===== src/rtl/bram_burst_reader_pkg.sv =====
// Shared definitions for the BRAM burst reader and users of the BRAM wrapper.
package bram_burst_reader_pkg;

  localparam int DEF_DATA_WIDTH = 128;
  localparam int DEF_ADDR_WIDTH = 4;
  localparam int DEF_FIFO_DEPTH = 2;

  typedef enum logic {
    IDLE,
    ISSUE
  } state_e;

  typedef logic [DEF_DATA_WIDTH-1:0] line_t;
  typedef logic [DEF_ADDR_WIDTH-1:0] line_idx_t;

endpackage


===== src/rtl/bram_burst_reader_stream_sync_fifo.sv =====
// Small synchronous FIFO with flush and occupancy count; DEPTH must be a power of two.
module stream_sync_fifo #(
  parameter int WIDTH = 129,
  parameter int DEPTH = 2
) (
  input  logic                       clk,
  input  logic                       resetn,
  input  logic                       flush_i,
  input  logic                       push_i,
  input  logic [WIDTH-1:0]           push_data_i,
  input  logic                       pop_i,
  output logic [WIDTH-1:0]           pop_data_o,
  output logic [$clog2(DEPTH):0]     count_o
);

  localparam int PW = $clog2(DEPTH);
  localparam int CW = $clog2(DEPTH) + 1;

  logic [WIDTH-1:0] mem_q [DEPTH];
  logic [PW-1:0]    wr_ptr_q, rd_ptr_q;
  logic [CW-1:0]    count_q;

  always_ff @(posedge clk or negedge resetn) begin
    if (!resetn) begin
      wr_ptr_q <= '0;
      rd_ptr_q <= '0;
      count_q  <= '0;
    end else if (flush_i) begin
      wr_ptr_q <= '0;
      rd_ptr_q <= '0;
      count_q  <= '0;
    end else begin
      if (push_i) wr_ptr_q <= wr_ptr_q + PW'(1);
      if (pop_i)  rd_ptr_q <= rd_ptr_q + PW'(1);
      count_q <= count_q + CW'(push_i) - CW'(pop_i);
    end
  end

  // Storage is not reset: contents are only observable once counted in.
  always_ff @(posedge clk) begin
    if (push_i && !flush_i) mem_q[wr_ptr_q] <= push_data_i;
  end

  assign pop_data_o = mem_q[rd_ptr_q];
  assign count_o    = count_q;

endmodule


===== src/rtl/bram_burst_reader.sv =====
// Burst read master for a 1-cycle registered-read BRAM port, delivering lines on a
// valid/ready stream; issue is credit-limited so returning data always has a FIFO slot.
module bram_burst_reader
  import bram_burst_reader_pkg::*;
#(
  parameter int DATA_WIDTH = DEF_DATA_WIDTH,
  parameter int ADDR_WIDTH = DEF_ADDR_WIDTH,
  parameter int FIFO_DEPTH = DEF_FIFO_DEPTH
) (
  input  logic                  clk,
  input  logic                  resetn,
  input  logic                  req_valid,
  output logic                  req_ready,
  input  logic [ADDR_WIDTH-1:0] req_addr,
  input  logic [ADDR_WIDTH-1:0] req_len,
  input  logic                  abort,
  output logic [ADDR_WIDTH-1:0] bram_raddr,
  input  logic [DATA_WIDTH-1:0] bram_rdata,
  output logic                  out_valid,
  input  logic                  out_ready,
  output logic [DATA_WIDTH-1:0] out_data,
  output logic                  out_last,
  output logic                  busy
);

  localparam int CW = $clog2(FIFO_DEPTH) + 1;

  state_e                state_q, state_d;
  logic [ADDR_WIDTH-1:0] ptr_q, ptr_d;
  logic [ADDR_WIDTH-1:0] remaining_q, remaining_d;
  logic                  inflight_q, inflight_d;
  logic                  last_tag_q, last_tag_d;

  logic [CW-1:0]         fifo_count;
  logic [DATA_WIDTH:0]   fifo_rdata;
  logic [CW:0]           credit;
  logic                  pop;
  logic                  issue;

  assign out_valid = (fifo_count != '0);
  assign pop       = out_valid & out_ready;

  // A beat popped this cycle frees its slot in time for a read issued now.
  assign credit = {1'b0, fifo_count} + (CW+1)'(inflight_q) - (CW+1)'(pop);
  assign issue  = (state_q == ISSUE) && !abort && (credit < (CW+1)'(FIFO_DEPTH));

  always_ff @(posedge clk or negedge resetn) begin
    if (!resetn) begin
      state_q     <= IDLE;
      ptr_q       <= '0;
      remaining_q <= '0;
      inflight_q  <= 1'b0;
      last_tag_q  <= 1'b0;
    end else begin
      state_q     <= state_d;
      ptr_q       <= ptr_d;
      remaining_q <= remaining_d;
      inflight_q  <= inflight_d;
      last_tag_q  <= last_tag_d;
    end
  end

  always_comb begin
    state_d     = state_q;
    ptr_d       = ptr_q;
    remaining_d = remaining_q;
    inflight_d  = issue;
    last_tag_d  = last_tag_q;
    if (abort) begin
      state_d    = IDLE;
      inflight_d = 1'b0;
    end else begin
      case (state_q)
        IDLE: begin
          if (req_valid) begin
            state_d     = ISSUE;
            ptr_d       = req_addr;
            remaining_d = req_len;
          end
        end
        ISSUE: begin
          if (issue) begin
            ptr_d       = ptr_q + ADDR_WIDTH'(1);
            remaining_d = remaining_q - ADDR_WIDTH'(1);
            last_tag_d  = (remaining_q == '0);
            if (remaining_q == '0) state_d = IDLE;
          end
        end
        default: state_d = IDLE;
      endcase
    end
  end

  stream_sync_fifo #(
    .WIDTH (DATA_WIDTH + 1),
    .DEPTH (FIFO_DEPTH)
  ) u_fifo (
    .clk         (clk),
    .resetn      (resetn),
    .flush_i     (abort),
    .push_i      (inflight_q),
    .push_data_i ({last_tag_q, bram_rdata}),
    .pop_i       (pop),
    .pop_data_o  (fifo_rdata),
    .count_o     (fifo_count)
  );

  assign req_ready  = (state_q == IDLE);
  assign bram_raddr = ptr_q;
  assign out_data   = fifo_rdata[DATA_WIDTH-1:0];
  assign out_last   = out_valid & fifo_rdata[DATA_WIDTH];
  assign busy       = (state_q != IDLE) | inflight_q | out_valid;

endmodule

===== config.mk =====
export PLATFORM = sky130hd
export DESIGN_NAME = bram_burst_reader
export DESIGN_NICKNAME = d
export VERILOG_FILES = /design/src/rtl/bram_burst_reader_pkg.sv /design/src/rtl/bram_burst_reader_stream_sync_fifo.sv /design/src/rtl/bram_burst_reader.sv
export SDC_FILE = /design/constraint.sdc
export NUM_CORES = 1
export LEC_CHECK = 0
export ABC_AREA = 1
export BUFFER_PORTS_ARGS = -buffer_cell sky130_fd_sc_hd__buf_2
export CAP_MARGIN = 10
export CORE_ASPECT_RATIO = 1.2
export CORE_UTILIZATION = 52
export DETAILED_ROUTE_END_ITERATION = 10
export PLACE_DENSITY = 0.86
export SLEW_MARGIN = 5
export SYNTH_ARGS = -nofsm -noshare
export SYNTH_HDL_FRONTEND = slang
export SYNTH_SLANG_ARGS = --single-unit

===== constraint.sdc =====
create_clock -name clk -period 8.65 [get_ports clk]
set_input_delay 1.2975 -clock clk [delete_from_list [all_inputs] [get_ports clk]]
set_output_delay 1.2975 -clock clk [all_outputs]
set_load 0.01 [all_outputs]

==> results.json <==
{
  "gp_congestion": 0.765,
  "min_path_cells": 0,
  "clock_skew_ns": 0.0139,
  "max_stage_delay_ns": 0.76,
  "drt_iter0_drc": 413,
  "yosysWarnings": 0,
  "synth-seq-cells": 273,
  "cts_tree": "built",
  "critPathRequiredTime_ns": 7.35,
  "die_y_um": 156,
  "setup_tns_ns": 0,
  "status": "finished clean",
  "path_cells": "inv_4 > buf_4 > nand2_1 > nand2_1 > buf_2",
  "cpMostUsedCell": "nand2_1",
  "p_per_area_nw_per_um2": 276,
  "layout-drive-gt1-share_pct": 30.2,
  "core_area_um2": 19500,
  "tightest_slew_ns": 0.952,
  "critical_path.max_fanout": 89,
  "antenna_found_initial": 5,
  "slew_viol_final": 0,
  "p_leak_nw": 5.51,
  "die-area_um2": 20400,
  "ir_worst_vdd_v": 0.000159,
  "cp_slowest_cell": "buf_4",
  "preCtsSetupSlack_ns": 4.99,
  "ctsHoldBuffers": 0,
  "end_kind": "output port",
  "holdPathEnd": "u_fifo.mem_q[1][128]",
  "grt_use_total_pct": 20.3,
  "num_vias": 6667,
  "cts_max_path_buffers": 3,
  "max_freq_mhz": 240,
  "holdCritPathClass": "reg2reg",
  "viasPerCell": 4.90,
  "dp.cells": 1314,
  "grt_pass1_wl_um": 31900,
  "fin_ws_ns": 4.48,
  "die_w_um": 131,
  "crit_type": "reg2out",
  "grt_start_max_net_pins": 90,
  "fp-row-count": 56,
  "worstPathArrival_ns": 2.88,
  "final_area_um2": 12800,
  "cts_resized": 0,
  "syn_to_final_growth_pct": 23.8,
  "numPortBuffers": 276,
  "wl_um": 20900,
  "wire_per_inst_um": 15.4,
  "numCtsBuffers": 26,
  "synth.distinct_cells": 23,
  "grt_pass1_vias": 6717,
  "cp-startpoint": "u_fifo.rd_ptr_q",
  "fin_crit_sh_pct": 48.2,
  "maxCapViolations": 0,
  "syn_nets": 948,
  "cts.sink_count": 273,
  "start_util_pct": 52.9,
  "drtAntennaViolNets": 0,
  "cts-root-buf": "clkbuf_16",
  "clk_pin_slew_ns": 0.06,
  "postCtsSetupRepairBufs": 0,
  "ioPinCount": 277,
  "ys_seq_area_share_pct": 78.8,
  "slew_headroom_pct": 36.6,
  "setup_viol_count_final": 0,
  "timing.rr.start": "u_fifo.count_o[1]",
  "stdcell_count": 1361,
  "htreeDepth": 1,
  "r2r_setup_slack_ns": 5.97,
  "min_period_ns": 4.17,
  "insertion_delay_ns": 0.53,
  "hold_violations": 0,
  "drc": 0,
  "rsz0062_at_grt": "false",
  "drt_first_pass_iters": 5,
  "syn_area_um2": 10300,
  "place_area_um2": 11900,
  "gr-total-overflow": 0,
  "start_kind": "register",
  "synth.avg_cell_area_um2": 12.9,
  "min_from": "last_tag_q",
  "synthCells": 802,
  "hold_ws_ns": 0.497,
  "r2r_cells": 14,
  "dpl.hpwl_um": 13500,
  "rr_endpoint": "remaining_q[3]",
  "fin_nets": 1227
}
[where the power goes]
part,switching [mW],internal (mW)
registers,0.0609,1.55
clock network,0.463,0.672
logic,0.503,0.272
[flip-flops by register name, indices dropped and copies added (netlist names)]
name             flops
last_tag_q           1
bram_raddr           4
state_q              1
inflight_q           1
u_fifo.wr_ptr_q      1
remaining_q          4
u_fifo.rd_ptr_q      1
u_fifo.mem_q       258
u_fifo.count_o       2
[worst max-delay path, delay by kind of cell, from the launching register on]
kind          cells  cell delay (ns)
simple gates      2             0.26
buf+inv           3             1.30
flops             1             0.68
[worst max-delay path by stage]
| stage | to | slack (ns) | depth (start not counted) |
|---|---|---|---|
| after floorplan | u_fifo.mem_q[0][0] | 1.23 | 3 |
| after global placement | out_data[24] | 5.03 | 5 |
| after detailed placement | out_data[93] | 4.99 | 5 |
| after CTS | out_data[39] | 4.41 | 5 |
| after global routing | out_data[39] | 4.20 | 5 |
| final | out_data[102] | 4.48 | 5 |
[per-layer routing]
layer | part of all wire, % | GRT usage (%) | wire (µm) | vias to the layer above
met5 | 0.17 | 0 | 35 | -
met4 | 2.6 | 7.28 | 549 | 6
met3 | 9.2 | 5.50 | 1930 | 53
met1 | 36 | 22.9 | 7450 | 3085
met2 | 52 | 36.3 | 11000 | 285
li1 | - | - | - | 3238
[metrics by stage]
step | power [mW] | utilization, %
detailed placement | 2.42 | 61.1
global route | 3.71 | 65.5
finish | 3.52 | 65.6
floorplan | 2.12 | -
global placement | 2.40 | 61.1
CTS | 3.56 | 65.5
[final cells by class]
| cell class | count | area [µm²] |
|---|---|---|
| Antenna cell | 2 | 5.00 |
| Clock buffer | 30 | 666 |
| Clock inverter | 15 | 195 |
| Fill cell | 1410 | 6710 |
| Inverter | 21 | 81.3 |
| Multi-Input combinational cell | 477 | 1940 |
| Sequential cell | 273 | 8130 |
| Tap cell | 261 | 327 |
| Timing Repair Buffer | 282 | 1430 |
[kinds of logic after synthesis]
family,after synthesis,synth area share [%]
AND/OR/NAND/NOR,464,17.6
flip-flops,273,78.8
buffers and inverters,52,2.55
AO/OA/AOI/OAI,8,0.413
adder cells (fa/ha/maj),5,0.679
[layout by cell type (no fill, tap or decap)]
master	Yosys	routed
diode_2	0	2
nand2_4	3	3
edfxtp_1	258	258
nand2_1	434	434
fa_1	1	1
clkinv_8	0	1
inv_1	20	19
nand2_2	1	1
clkinvlp_4	0	3
inv_2	1	1
nand3_1	13	13
ha_1	4	4
nor2_4	1	3
clkinv_2	0	2
nor2_2	1	1
dfrtp_4	0	1
clkbuf_16	0	26
nor2_8	1	1
a21oi_1	2	2
inv_4	0	1
nor2_1	8	6
o21ai_0	5	5
a21boi_1	1	1
buf_2	15	276
nand4_1	1	1
or2_2	1	1
inv_8	0	1
bufinv_16	0	4
clkbuf_1	4	4
clkinv_1	0	4
buf_4	11	6
dfrtp_1	15	14
[Yosys cell counts]
cell      number  area (µm²)
clkbuf_1       4        15.0
buf_6          1        11.3
nand2_1      434        1630
buf_4         11        82.6
fa_1           1        20.0
edfxtp_1     258        7750
nor2_1         8        30.0
nand2_4        3        33.8
buf_2         15        75.1
inv_1         20        75.1
o21ai_0        5        25.0
nor2_2         1        6.26
ha_1           4        50.1
a21boi_1       1        7.51
nand4_1        1        6.26
dfrtp_1       15         375
nand2_2        1        6.26
nor2_8         1        20.0
a21oi_1        2        10.0
nand3_1       13        65.1
inv_2          1        3.75
nor2_4         1        11.3
or2_2          1        6.26
Note: power is estimated with default switching activity, not from simulation.
